$ cat src/rtl/mem_arbiter_if.sv
// mem_arbiter_if
// Bundles the requester handshake and the RAM-side bus of mem_arbiter.
//   slave  modport : the arbiter's view (takes requests, drives grants and the RAM bus)
//   master modport : the requesters' and RAM's view (the opposite directions)
// Signals:
//   enable       : high = new grants allowed, low = arbitration stalled
//   req          : level request per requester (4)
//   req_we       : per-requester write flag, valid while req[i]
//   req_address  : slot i at [i*ADDRESS_BITS +: ADDRESS_BITS]
//   req_data     : slot i at [i*DATA_BITS +: DATA_BITS]
//   gnt          : one-hot or zero, combinational
//   rvalid       : one-hot or zero, read data valid for requester i
//   rdata        : read data, equals ram_data_out
//   ram_address  : registered RAM address
//   ram_w_enable : registered RAM write enable
//   ram_data_in  : registered RAM write data
//   ram_data_out : RAM read data, valid one clock after the address
//
// Handshake: an access from requester i is accepted at the rising edge
// where req[i] & gnt[i]; the requester may then change address/data or
// keep req high to ask for another access.
interface mem_arbiter_if #(
    parameter int ADDRESS_BITS = 5,
    parameter int DATA_BITS    = 8
);
    logic                      enable;
    logic [3:0]                req;
    logic [3:0]                req_we;
    logic [4*ADDRESS_BITS-1:0] req_address;
    logic [4*DATA_BITS-1:0]    req_data;
    logic [3:0]                gnt;
    logic [3:0]                rvalid;
    logic [DATA_BITS-1:0]      rdata;
    logic [ADDRESS_BITS-1:0]   ram_address;
    logic                      ram_w_enable;
    logic [DATA_BITS-1:0]      ram_data_in;
    logic [DATA_BITS-1:0]      ram_data_out;

    modport slave (
        input  enable, req, req_we, req_address, req_data, ram_data_out,
        output gnt, rvalid, rdata, ram_address, ram_w_enable, ram_data_in
    );

    modport master (
        output enable, req, req_we, req_address, req_data, ram_data_out,
        input  gnt, rvalid, rdata, ram_address, ram_w_enable, ram_data_in
    );
endinterface

$ cat src/rtl/mem_arbiter.sv
// mem_arbiter
// Round-robin arbiter and access sequencer in front of a single-port RAM.
// Four requesters share the RAM; one access is accepted per cycle. The RAM
// address, write enable and write data are registered; read data returns to
// the winning requester two edges after accept with a one-cycle rvalid pulse.
// Ports:
//   clk   : system clock, rising edge
//   reset : synchronous, active-high
//   bus   : mem_arbiter_if.slave (requests, grants, read return, RAM bus)
module mem_arbiter #(
    parameter int ADDRESS_BITS = 5,
    parameter int DATA_BITS    = 8
) (
    input  logic             clk,
    input  logic             reset,
    mem_arbiter_if.slave     bus
);
    logic [1:0]              ptr;
    logic [1:0]              winner;
    logic [1:0]              idx;
    logic                    found;
    logic [3:0]              gnt_c;
    logic                    accept;

    logic [ADDRESS_BITS-1:0] address_q;
    logic [DATA_BITS-1:0]    data_in_q;
    logic                    w_enable_q;

    // Read-return tags: stage 1 covers the cycle the RAM sees the address,
    // stage 2 the cycle its registered read data is on ram_data_out.
    logic                    s1_valid;
    logic [1:0]              s1_id;
    logic                    s2_valid;
    logic [1:0]              s2_id;

    // Search p, p+1, p+2, p+3 (2-bit wrap); first active request wins.
    always_comb begin
        found  = 1'b0;
        winner = ptr;
        idx    = ptr;
        gnt_c  = 4'b0000;
        for (int k = 0; k < 4; k++) begin
            idx = ptr + 2'(k);
            if (!found && bus.req[idx]) begin
                found  = 1'b1;
                winner = idx;
            end
        end
        if (found && bus.enable && !reset) begin
            gnt_c[winner] = 1'b1;
        end
    end

    // gnt only ever selects an active requester, so any grant is an accept.
    assign accept  = |gnt_c;
    assign bus.gnt = gnt_c;

    always_ff @(posedge clk) begin
        if (reset) begin
            ptr        <= 2'd0;
            address_q  <= '0;
            data_in_q  <= '0;
            w_enable_q <= 1'b0;
            s1_valid   <= 1'b0;
            s1_id      <= 2'd0;
            s2_valid   <= 1'b0;
            s2_id      <= 2'd0;
        end else begin
            // Stage 2 advances regardless of enable so in-flight reads return.
            s2_valid <= s1_valid;
            s2_id    <= s1_id;
            if (accept) begin
                address_q  <= bus.req_address[winner*ADDRESS_BITS +: ADDRESS_BITS];
                data_in_q  <= bus.req_data[winner*DATA_BITS +: DATA_BITS];
                w_enable_q <= bus.req_we[winner];
                ptr        <= winner + 2'd1;
                s1_valid   <= ~bus.req_we[winner];
                s1_id      <= winner;
            end else begin
                // Address and data hold; only the strobe and tag drop.
                w_enable_q <= 1'b0;
                s1_valid   <= 1'b0;
            end
        end
    end

    assign bus.ram_address  = address_q;
    assign bus.ram_data_in  = data_in_q;
    assign bus.ram_w_enable = w_enable_q;
    assign bus.rvalid       = s2_valid ? (4'b0001 << s2_id) : 4'b0000;
    assign bus.rdata        = bus.ram_data_out;

endmodule

$ cat src/flat_wrapper.sv
// flat-port wrapper written by rule: the top's interface ports become plain ports
module mem_arbiter_flat 
#(
    parameter int ADDRESS_BITS = 5,
    parameter int DATA_BITS    = 8
)
  (clk, reset, bus_enable, bus_req, bus_req_we, bus_req_address, bus_req_data, bus_ram_data_out, bus_gnt, bus_rvalid, bus_rdata, bus_ram_address, bus_ram_w_enable, bus_ram_data_in);
  mem_arbiter_if #(.ADDRESS_BITS(ADDRESS_BITS), .DATA_BITS(DATA_BITS)) bus_i ();
  input  logic clk;
  input  logic reset;
  input wire logic [$bits(bus_i.enable)-1:0] bus_enable;
  input wire logic [$bits(bus_i.req)-1:0] bus_req;
  input wire logic [$bits(bus_i.req_we)-1:0] bus_req_we;
  input wire logic [$bits(bus_i.req_address)-1:0] bus_req_address;
  input wire logic [$bits(bus_i.req_data)-1:0] bus_req_data;
  input wire logic [$bits(bus_i.ram_data_out)-1:0] bus_ram_data_out;
  output wire logic [$bits(bus_i.gnt)-1:0] bus_gnt;
  output wire logic [$bits(bus_i.rvalid)-1:0] bus_rvalid;
  output wire logic [$bits(bus_i.rdata)-1:0] bus_rdata;
  output wire logic [$bits(bus_i.ram_address)-1:0] bus_ram_address;
  output wire logic [$bits(bus_i.ram_w_enable)-1:0] bus_ram_w_enable;
  output wire logic [$bits(bus_i.ram_data_in)-1:0] bus_ram_data_in;
  assign bus_i.enable = bus_enable;
  assign bus_i.req = bus_req;
  assign bus_i.req_we = bus_req_we;
  assign bus_i.req_address = bus_req_address;
  assign bus_i.req_data = bus_req_data;
  assign bus_i.ram_data_out = bus_ram_data_out;
  assign bus_gnt = bus_i.gnt;
  assign bus_rvalid = bus_i.rvalid;
  assign bus_rdata = bus_i.rdata;
  assign bus_ram_address = bus_i.ram_address;
  assign bus_ram_w_enable = bus_i.ram_w_enable;
  assign bus_ram_data_in = bus_i.ram_data_in;
  mem_arbiter #(.ADDRESS_BITS(ADDRESS_BITS), .DATA_BITS(DATA_BITS)) u_core (.clk(clk), .reset(reset), .bus(bus_i));
endmodule
$ cat config.mk
export PLATFORM = sky130hd
export DESIGN_NAME = mem_arbiter_flat
export DESIGN_NICKNAME = d
export VERILOG_FILES = /design/src/rtl/mem_arbiter_if.sv /design/src/rtl/mem_arbiter.sv /design/src/flat_wrapper.sv
export SDC_FILE = /design/constraint.sdc
export NUM_CORES = 1
export LEC_CHECK = 0
export ABC_AREA = 1
export CAP_MARGIN = 30
export CORE_ASPECT_RATIO = 0.7
export CORE_UTILIZATION = 25
export CTS_BUF_LIST = sky130_fd_sc_hd__clkbuf_4
export DETAILED_ROUTE_END_ITERATION = 8
export GPL_TIMING_DRIVEN = 0
export PLACE_DENSITY_LB_ADDON = 0.25
export SETUP_SLACK_MARGIN = 0.15
export SKIP_CTS_REPAIR_TIMING = 1
export SLEW_MARGIN = 30
export SYNTH_ARGS = -nofsm -noshare
export SYNTH_HDL_FRONTEND = slang
export SYNTH_SLANG_ARGS = --single-unit
$ cat constraint.sdc
create_clock -name clk -period 4.4 [get_ports clk]
set_input_delay 0.44 -clock clk [delete_from_list [all_inputs] [get_ports clk]]
set_output_delay 0.44 -clock clk [all_outputs]
set_load 0.01 [all_outputs]
==> run metrics, run 1 <==
Clock Skew roughly 0.012 ns; PwrDens ~460 mW/mm^2; DRT antenna net count 0; top-area cell type share of the netlist area 0.315; final hold vios 0; CP Data Arrival Time 2.78 ns; Syn Area/Cell around 5.8 um^2; via count roughly 2300; min cycle time layout 3.22 ns; antenna violations before repair 0; global route hottest layer met1; Compound-Gate Fraction of Synth Area 0.0251; post-synthesis mux area share 0; 1st-iter DRT viols 139; EDFF count, synth 0; first-pass GRT wire length 9650 um; run status completed; GRT Total Usage 0.153; # DRC 0; clock slew at reported path FFs 0.14 ns; Fill cells just under 800; commonest cells in the netlist nand2_1, nand3_1, dfxtp_1; clock tree buffer depth 2; TritonCTS clock tree built; max_slew headroom 0.701; Synthesis Warnings 0; post-DP HPWL 5010 um; Max-cap violations 0; I/O Buffers 92; top_reg_cell synth dfxtp_1; total iterations of the first detailed-routing run 4; H-tree depth 1; Area after DPL 0.00294 mm^2; footprint of the multi-input gates 0.00123 mm^2; # setup viols final 0; Worst path most repeated cell nand2_2; Cells after Synth about 330; Initial Util 0.259; WHS 0.426 ns; power consumption ~1.4 mW; number of global-route vias before repair between 1500 and 2000; adder-cell area share of the yosys netlist 0; final wirelength 6170 um; maximum VDD drop just under 200 uV; Nets 496; total core area between 0.007 and 0.008 mm^2; met2 Use GR 0.229; RSZ-0062 raised after global routing no; chip height roughly 75 um; Async SR Flop Fraction 0; crit start category primary input; CP required 3.96 ns; final worst-path cycle share 0.733; critical path's largest stage delay 0.56 ns; Wirelength per Cell 11.8 um; Bufs and invs on worst path 4; Max Clk Rate approximately 310 MHz; Mapped Area 0.00189 mm^2; total CTS buffers 3; worst-margin pin slew roughly 0.45 ns; IO Count 101; setup TNS 0 ns; main combinational cell family by area after synthesis simple AND/OR/NAND/NOR gates; #FFs+latches synth 22; largest net degree at the start of global routing 14; CTS root buffer clkbuf_4; leakage 1.46 nW; total area of sequential cells between 400 and 500 um^2; Area contributors post-synth nand2_1, dfxtp_1, nand3_1; fin. max-slew vios 0; final worst setup slack 1.18 ns; full die area 0.00793 mm^2; vias per cell 4.50; simple-gate area share of the yosys netlist 0.623; CP max stage cell clkdlybuf4s50_1; Netlist cell types 26; layout cell share with drive strength beyond 1 0.104; Largest delay share family, worst path buffers and inverters; worst-path cell chain clkdlybuf4s50_1 -> inv_1 -> nand2_2 -> nand2_2 -> o21ai_4 -> nand3_4 -> nand3_1 -> nand2_2 -> buf_2 -> nor2_1 -> clkdlybuf4s50_1; final instance area 0.00299 mm^2; gpl congestion 0.916; # diodes 0; Synth area leader nand2_1; final core occ 0.409; routing usage on met3 0.0165; clk sink count 22; Rows 26; syn_nets 399; post-synthesis sequential area ratio 0.232; clk_lat worst skew about 0.31 ns; dpl cells 518; Critical Path Sink Type output port; XOR/XNOR Fraction of Synth Area 0; number of non-filler instances in the completed layout 522; pre-CTS setup slack 1.19 ns; width of the die 106 um; Max FO, Critical Path 10; post-synthesis to final-layout area growth 57.9%; critical path class primary input to output port; met1 Resource Use GR 0.238; GRT overflow 0; cell with the most instances after synthesis nand2_1; Worst Hold Class flop to flop
-- per-layer routing --
metal	part of all wire	wire length [um]	vias to the layer above
met5	0	0	-
met4	0.0071	44	0
met3	0.048	298	4
met2	0.43	2640	70
met1	0.52	3190	1046
li1	-	-	1227
-- worst paths after layout --
check	from	to	slack, ns	cells past startpoint
max reg2reg	u_core.ptr[1]$_SDFFE_PP0P_	u_core.bus.ram_data_in[2]$_SDFFE_PP0P_	2.24	13
max	bus_req[3]	bus_gnt[3]	1.18	11
min	u_core.s1_valid$_SDFF_PP0_	u_core.s2_valid$_SDFF_PP0_	0.43	2
min reg2reg	u_core.s1_valid$_SDFF_PP0_	u_core.s2_valid$_SDFF_PP0_	0.43	2
-- cell families after synthesis --
group | after synthesis
AO/OA/AOI/OAI | 6
buffers and inverters | 41
flip-flops | 22
AND/OR/NAND/NOR | 259
-- cell type report --
type	count	area share
buffer	23	0.0523
clock buffer	3	0.00753
tap	98	0.0410
multi-input combinational	265	0.410
sequential	22	0.147
inverter	18	0.0234
clock inverter	1	0.0100
timing repair buffer	92	0.308
-- power breakdown --
group,leakage (nW),internal [mW],switching [mW]
Sequential,0.181,0.254,0.0280
Combinational,1.25,0.377,0.566
Clock,0.0279,0.0920,0.0658
-- cells in the final DEF (no fill, tap or decap), types with 2 or more instances in the layout --
cell	Yosys	final
buf_6	2	2
inv_1	15	15
o21ai_0	2	2
clkdlybuf4s50_1	0	92
clkbuf_1	4	4
nand2_1	159	159
nand2_2	8	8
nor3_1	5	5
inv_2	2	2
buf_2	2	2
dfxtp_1	22	22
nand2_4	4	4
nand3_1	69	69
nor2_1	8	8
clkbuf_4	0	3
buf_4	14	14
-- tightest hold or removal path, cell delays in order, from the launching register on --
cell,delay (ns)
dfxtp_1,0.32
inv_1,0.04
nor2_1,0.03
-- flip-flops by register name, summed over array words and instances, names as in the netlist --
| name | count |
|---|---|
| u_core.bus.ram_data_in | 8 |
| u_core.bus.ram_address | 5 |
| u_core.ptr | 2 |
| u_core.s1_id | 2 |
| u_core.s2_id | 2 |
| u_core.bus.ram_w_enable | 1 |
| u_core.s1_valid | 1 |
| u_core.s2_valid | 1 |
(Power assumes the default switching activity.)
==> run 2: changes to the inputs <==
- clock period: 4.4 -> 2.8 ns (I/O delays scaled with it)
==> run metrics, run 2 (synthesis results as in run 1) <==
pre-CTS setup slack -0.0869 ns; Clock Skew 0.00612 ns; GRT overflow 0; maximum VDD drop 328 uV; # setup viols final 0; clk sink count 22; CP Data Arrival Time around 2.3 ns; layout cell share with drive strength beyond 1 0.143; reg2reg path depth 15; min cycle time layout approximately 2.6 ns; power consumption roughly 2.3 mW; total core area 0.00732 mm^2; total CTS buffers 3; hold path endpoint u_core.s2_valid$_SDFF_PP0_; Critical Path Sink Type output port; Initial Util 0.259; largest net degree at the start of global routing 14; Worst Hold Class flop to flop; final core occ 0.434; commonest non-fill, non-tap cell in the layout nand2_1; GRT Total Usage 0.153; # DRC 0; Max FO, Critical Path 10; Logic pwr share 0.702; vias per cell 4.57; final worst-path cycle share 0.930; # diodes 0; PwrDens 737 mW/mm^2; final worst setup slack about 0.20 ns; run status completed; Area after DPL 0.00294 mm^2; max_slew headroom 0.697; Max-cap violations 0; H-tree depth 1; leakage 1.58 nW; full die area 0.00793 mm^2; most frequent cells in the layout nand2_1, clkdlybuf4s50_1, nand3_1, buf_4, dfxtp_1; hold depth 2; width of the die approximately 110 um; critical path class flop to output port; post-DP HPWL 5010 um; flop-to-flop setup slack 0.65 ns; clock tree buffer depth 2; Rows 26; clk_lat worst skew 0.32 ns; Int Pwr 1.23 mW; first-pass GRT wire length 9650 um; antenna violations before repair 0; I/O Buffers 92; final wirelength 6440 um; TritonCTS clock tree built; number of global-route vias before repair just under 2000; sequential power share 0.191; worst-margin pin slew 0.455 ns; switch share 0.473; RSZ-0062 raised after global routing yes; fin. max-slew vios 0; IO Count ~100; Largest register FFs 8; final hold vios 0; hold_sp u_core.s1_valid$_SDFF_PP0_; CP required 2.52 ns; final instance area 0.00318 mm^2; R2R Path End u_core.bus.ram_data_in[2]$_SDFFE_PP0P_; DRT antenna net count 0; 1st-iter DRT viols 174; Reg-to-Reg Start u_core.ptr[1]$_SDFFE_PP0P_; chip height 74.8 um; clock group share of total power 0.107; NetSw ~1.1 mW; Nets a little over 500; Fill cells around 770; CTS root buffer clkbuf_4; total iterations of the first detailed-routing run 4; Max Clk Rate 384 MHz; crit start category flop; clock slew at reported path FFs 0.13 ns; Wirelength per Cell between 10 and 15 um; gpl congestion 0.916; via count between 2000 and 2500; post-synthesis to final-layout area growth 67.7%
==> run 2: cell count changes in the layout (fill, tap and decap cells not counted), sizes merged <==
cell / previous run / this run
clkdlybuf4s50: 92 / 88
buf: 19 / 29
dlymetal6s2s: 0 / 3
==> run 2: through the flow <==
step | std cells | TNS (ns) | hold WS [ns]
after floorplan | 328 | 0 | 0.351
after global placement | 518 | -0.136 | 0.395
after detailed placement | 518 | -0.141 | 0.397
after CTS | 522 | -0.656 | 0.417
after global routing | 531 | 0 | 0.420
final | 531 | 0 | 0.418
==> run 2: worst max path at each step <==
stage / startpoint / end / slack (ns) / depth (start not counted)
after global routing: u_core.ptr[1]$_SDFFE_PP0P_ / bus_gnt[0] / 0.07 / 14
final: u_core.ptr[1]$_SDFFE_PP0P_ / bus_gnt[0] / 0.20 / 14
after CTS: u_core.ptr[1]$_SDFFE_PP0P_ / bus_gnt[3] / -0.24 / 13
after detailed placement: bus_req[3] / bus_gnt[3] / -0.09 / 11
after global placement: bus_req[3] / bus_gnt[3] / -0.09 / 11
after floorplan: u_core.ptr[1]$_SDFFE_PP0P_ / bus_gnt[0] / 0.80 / 13
==> run 2: layout make-up <==
type                            count  area [um^2]  area share
Clock inverter                      1         30.0     0.00945
Clock buffer                        3         22.5     0.00709
Tap cell                           98          123      0.0386
Inverter                           18         72.6      0.0228
Multi-Input combinational cell    265         1310       0.411
Sequential cell                    22          445       0.140
Buffer                             23          174      0.0547
Timing Repair Buffer              101         1000       0.316
==> run 2: metal layers <==
metal / wire, um / track usage
met5: 0 / 0
met1: 3280 / 0.238
met3: 288 / 0.0165
met4: 23 / 0.0201
met2: 2840 / 0.229
==> run 2: power by group through the flow <==
stage | clock (mW) | combinational (mW) | sequential [mW]
after floorplan | 0 | 0.935 | 0.474
after global placement | 0 | 1.46 | 0.450
after detailed placement | 0 | 1.46 | 0.452
after CTS | 0.250 | 1.47 | 0.444
after global routing | 0.268 | 1.83 | 0.457
final | 0.249 | 1.64 | 0.447
==> run 2: critical path, stage by stage, from the launching register on <==
cell     delay, ns
dfxtp_2       0.35
buf_6         0.12
inv_4         0.05
nand2_2       0.07
nand2_4       0.08
nand2_2       0.08
nand2_4       0.09
nor2_8        0.19
nand3_4       0.13
buf_4         0.17
nand2_8       0.11
nand2_8       0.08
buf_8         0.15
nor3_1        0.17
buf_2         0.17
==> run 3: changes to the inputs <==
- CORE_ASPECT_RATIO: 0.7 -> 1.1
- MAX_ROUTING_LAYER: unset -> met4
==> run metrics, run 3 (synthesis results as in run 1) <==
run status completed; Wirelength per Cell 12.2 um; critical path class flop to output port; reg2reg path depth 14; min cycle time layout 2.57 ns; full die area 0.00793 mm^2; total CTS buffers 3; # DRC 0; antenna violations before repair 0; Max FO, Critical Path 10; Largest register FFs 8; Max-cap violations 0; commonest non-fill, non-tap cell in the layout nand2_1; gpl congestion between 0.8 and 0.9; leakage 1.58 nW; Fill cells 793; Clock Skew 0.00412 ns; Critical Path Sink Type output port; Nets 507; total core area about 0.0072 mm^2; CP Data Arrival Time 2.29 ns; clk_lat worst skew 0.30 ns; fin. max-slew vios 0; total iterations of the first detailed-routing run 4; Worst Hold Class flop to flop; worst-margin pin slew 0.452 ns; flop-to-flop setup slack approximately 0.67 ns; hold_sp u_core.s1_valid$_SDFF_PP0_; Reg-to-Reg Start u_core.ptr[0]$_SDFFE_PP0P_; CTS root buffer clkbuf_4; # diodes 0; final wirelength 6340 um; largest net degree at the start of global routing 13; clk sink count 22; setup TNS 0 ns; number of global-route vias before repair 2128; most frequent cells in the layout nand2_1, clkdlybuf4s50_1, nand3_1, buf_4, dfxtp_1; TritonCTS clock tree built; IO Count 101; post-synthesis to final-layout area growth 65.3%; final instance area 0.00313 mm^2; layout cell share with drive strength beyond 1 0.149; crit start category flop; CP required about 2.5 ns; hold depth 2; number of non-filler instances in the completed layout 520; footprint of the multi-input gates 0.00130 mm^2; clock slew at reported path FFs 0.11 ns; max_slew headroom 0.699; critical path's largest stage delay around 0.34 ns; hold path endpoint u_core.s2_valid$_SDFF_PP0_; chip height 93.3 um; Rows 32; DRT antenna net count 0; PwrDens around 700 mW/mm^2; GRT Total Usage 0.159; R2R Path End u_core.bus.ram_data_in[2]$_SDFFE_PP0P_; GRT overflow 0; dpl cells 505; final worst-path cycle share 0.917; Area after DPL 0.00292 mm^2; Max Clk Rate 390 MHz; post-DP HPWL around 5100 um; RSZ-0062 raised after global routing yes; Initial Util 0.264; I/O Buffers between 90 and 100; 1st-iter DRT viols between 90 and 100; width of the die 85.0 um; maximum VDD drop 236 uV; # setup viols final 0; total area of sequential cells 445 um^2; CP max stage cell dfxtp_2; via count roughly 2400; H-tree depth 1; worst-path cell chain buf_6 -> inv_4 -> nand2_2 -> nand2_4 -> nand2_2 -> nand2_4 -> nor2_8 -> nand3_4 -> buf_4 -> nand2_8 -> nand2_4 -> buf_6 -> nor3_2 -> buf_2; final hold vios 0; vias per cell 4.65; Worst path most repeated cell nand2_4; clock tree buffer depth 2; first-pass GRT wire length around 10000 um
-- run 3: cell types whose count changed in the layout (fill, tap and decap cells not counted), sizes merged --
cell / change
clkbuf: +1
bufinv: -1
dlymetal6s2s: +1
clkdlybuf4s50: -1
buf: +1
clkinv: +1
-- run 3: stage by stage --
step / power (mW) / utilization / hold slack, ns / worst slack (ns)
2_1_floorplan: 1.41 / - / 0.351 / 0.804
3_3_place_gp: 1.89 / 0.408 / 0.392 / -0.141
3_5_place_dp: 1.90 / 0.408 / 0.397 / -0.109
4_1_cts: 2.05 / 0.411 / 0.413 / -0.255
5_1_grt: 2.40 / 0.437 / 0.440 / 0.0955
6_report: 2.18 / 0.437 / 0.411 / 0.233
-- run 3: where the power goes --
part           internal [mW]  switching [mW]
clock                 0.0520          0.0878
sequential             0.401          0.0430
combinational          0.671           0.925
-- run 3: metal layers --
| metal | global-route usage | routed length, um | share of wire |
|---|---|---|---|
| met5 | - | 0 | 0 |
| met1 | 0.209 | 2820 | 0.44 |
| met3 | 0.00883 | 259 | 0.041 |
| met2 | 0.266 | 3130 | 0.49 |
| met4 | 0.0452 | 125 | 0.020 |
-- run 3: worst max path at each step --
stage	from	endpoint
global placement	bus_req[3]	bus_gnt[0]
CTS	u_core.ptr[1]$_SDFFE_PP0P_	bus_gnt[0]
global route	u_core.ptr[1]$_SDFFE_PP0P_	bus_gnt[3]
detailed placement	bus_req[3]	bus_gnt[0]
floorplan	u_core.ptr[1]$_SDFFE_PP0P_	bus_gnt[0]
finish	u_core.ptr[1]$_SDFFE_PP0P_	bus_gnt[0]
-- run 3: cell type report --
cell class                 instances  share of cell area
tap                               85              0.0340
buffer                            23              0.0543
sequential                        22               0.142
timing repair buffer             103               0.322
clock buffer                       3             0.00719
clock inverter                     1             0.00120
inverter                          18              0.0240
multi-input combinational        265               0.415
-- run 3: critical path: cells and delay by family, from the launching register on --
| kind | cells | cell delay [ns] |
|---|---|---|
| buffers and inverters | 5 | 0.67 |
| AND/OR/NAND/NOR | 9 | 0.96 |
| flip-flops | 1 | 0.34 |
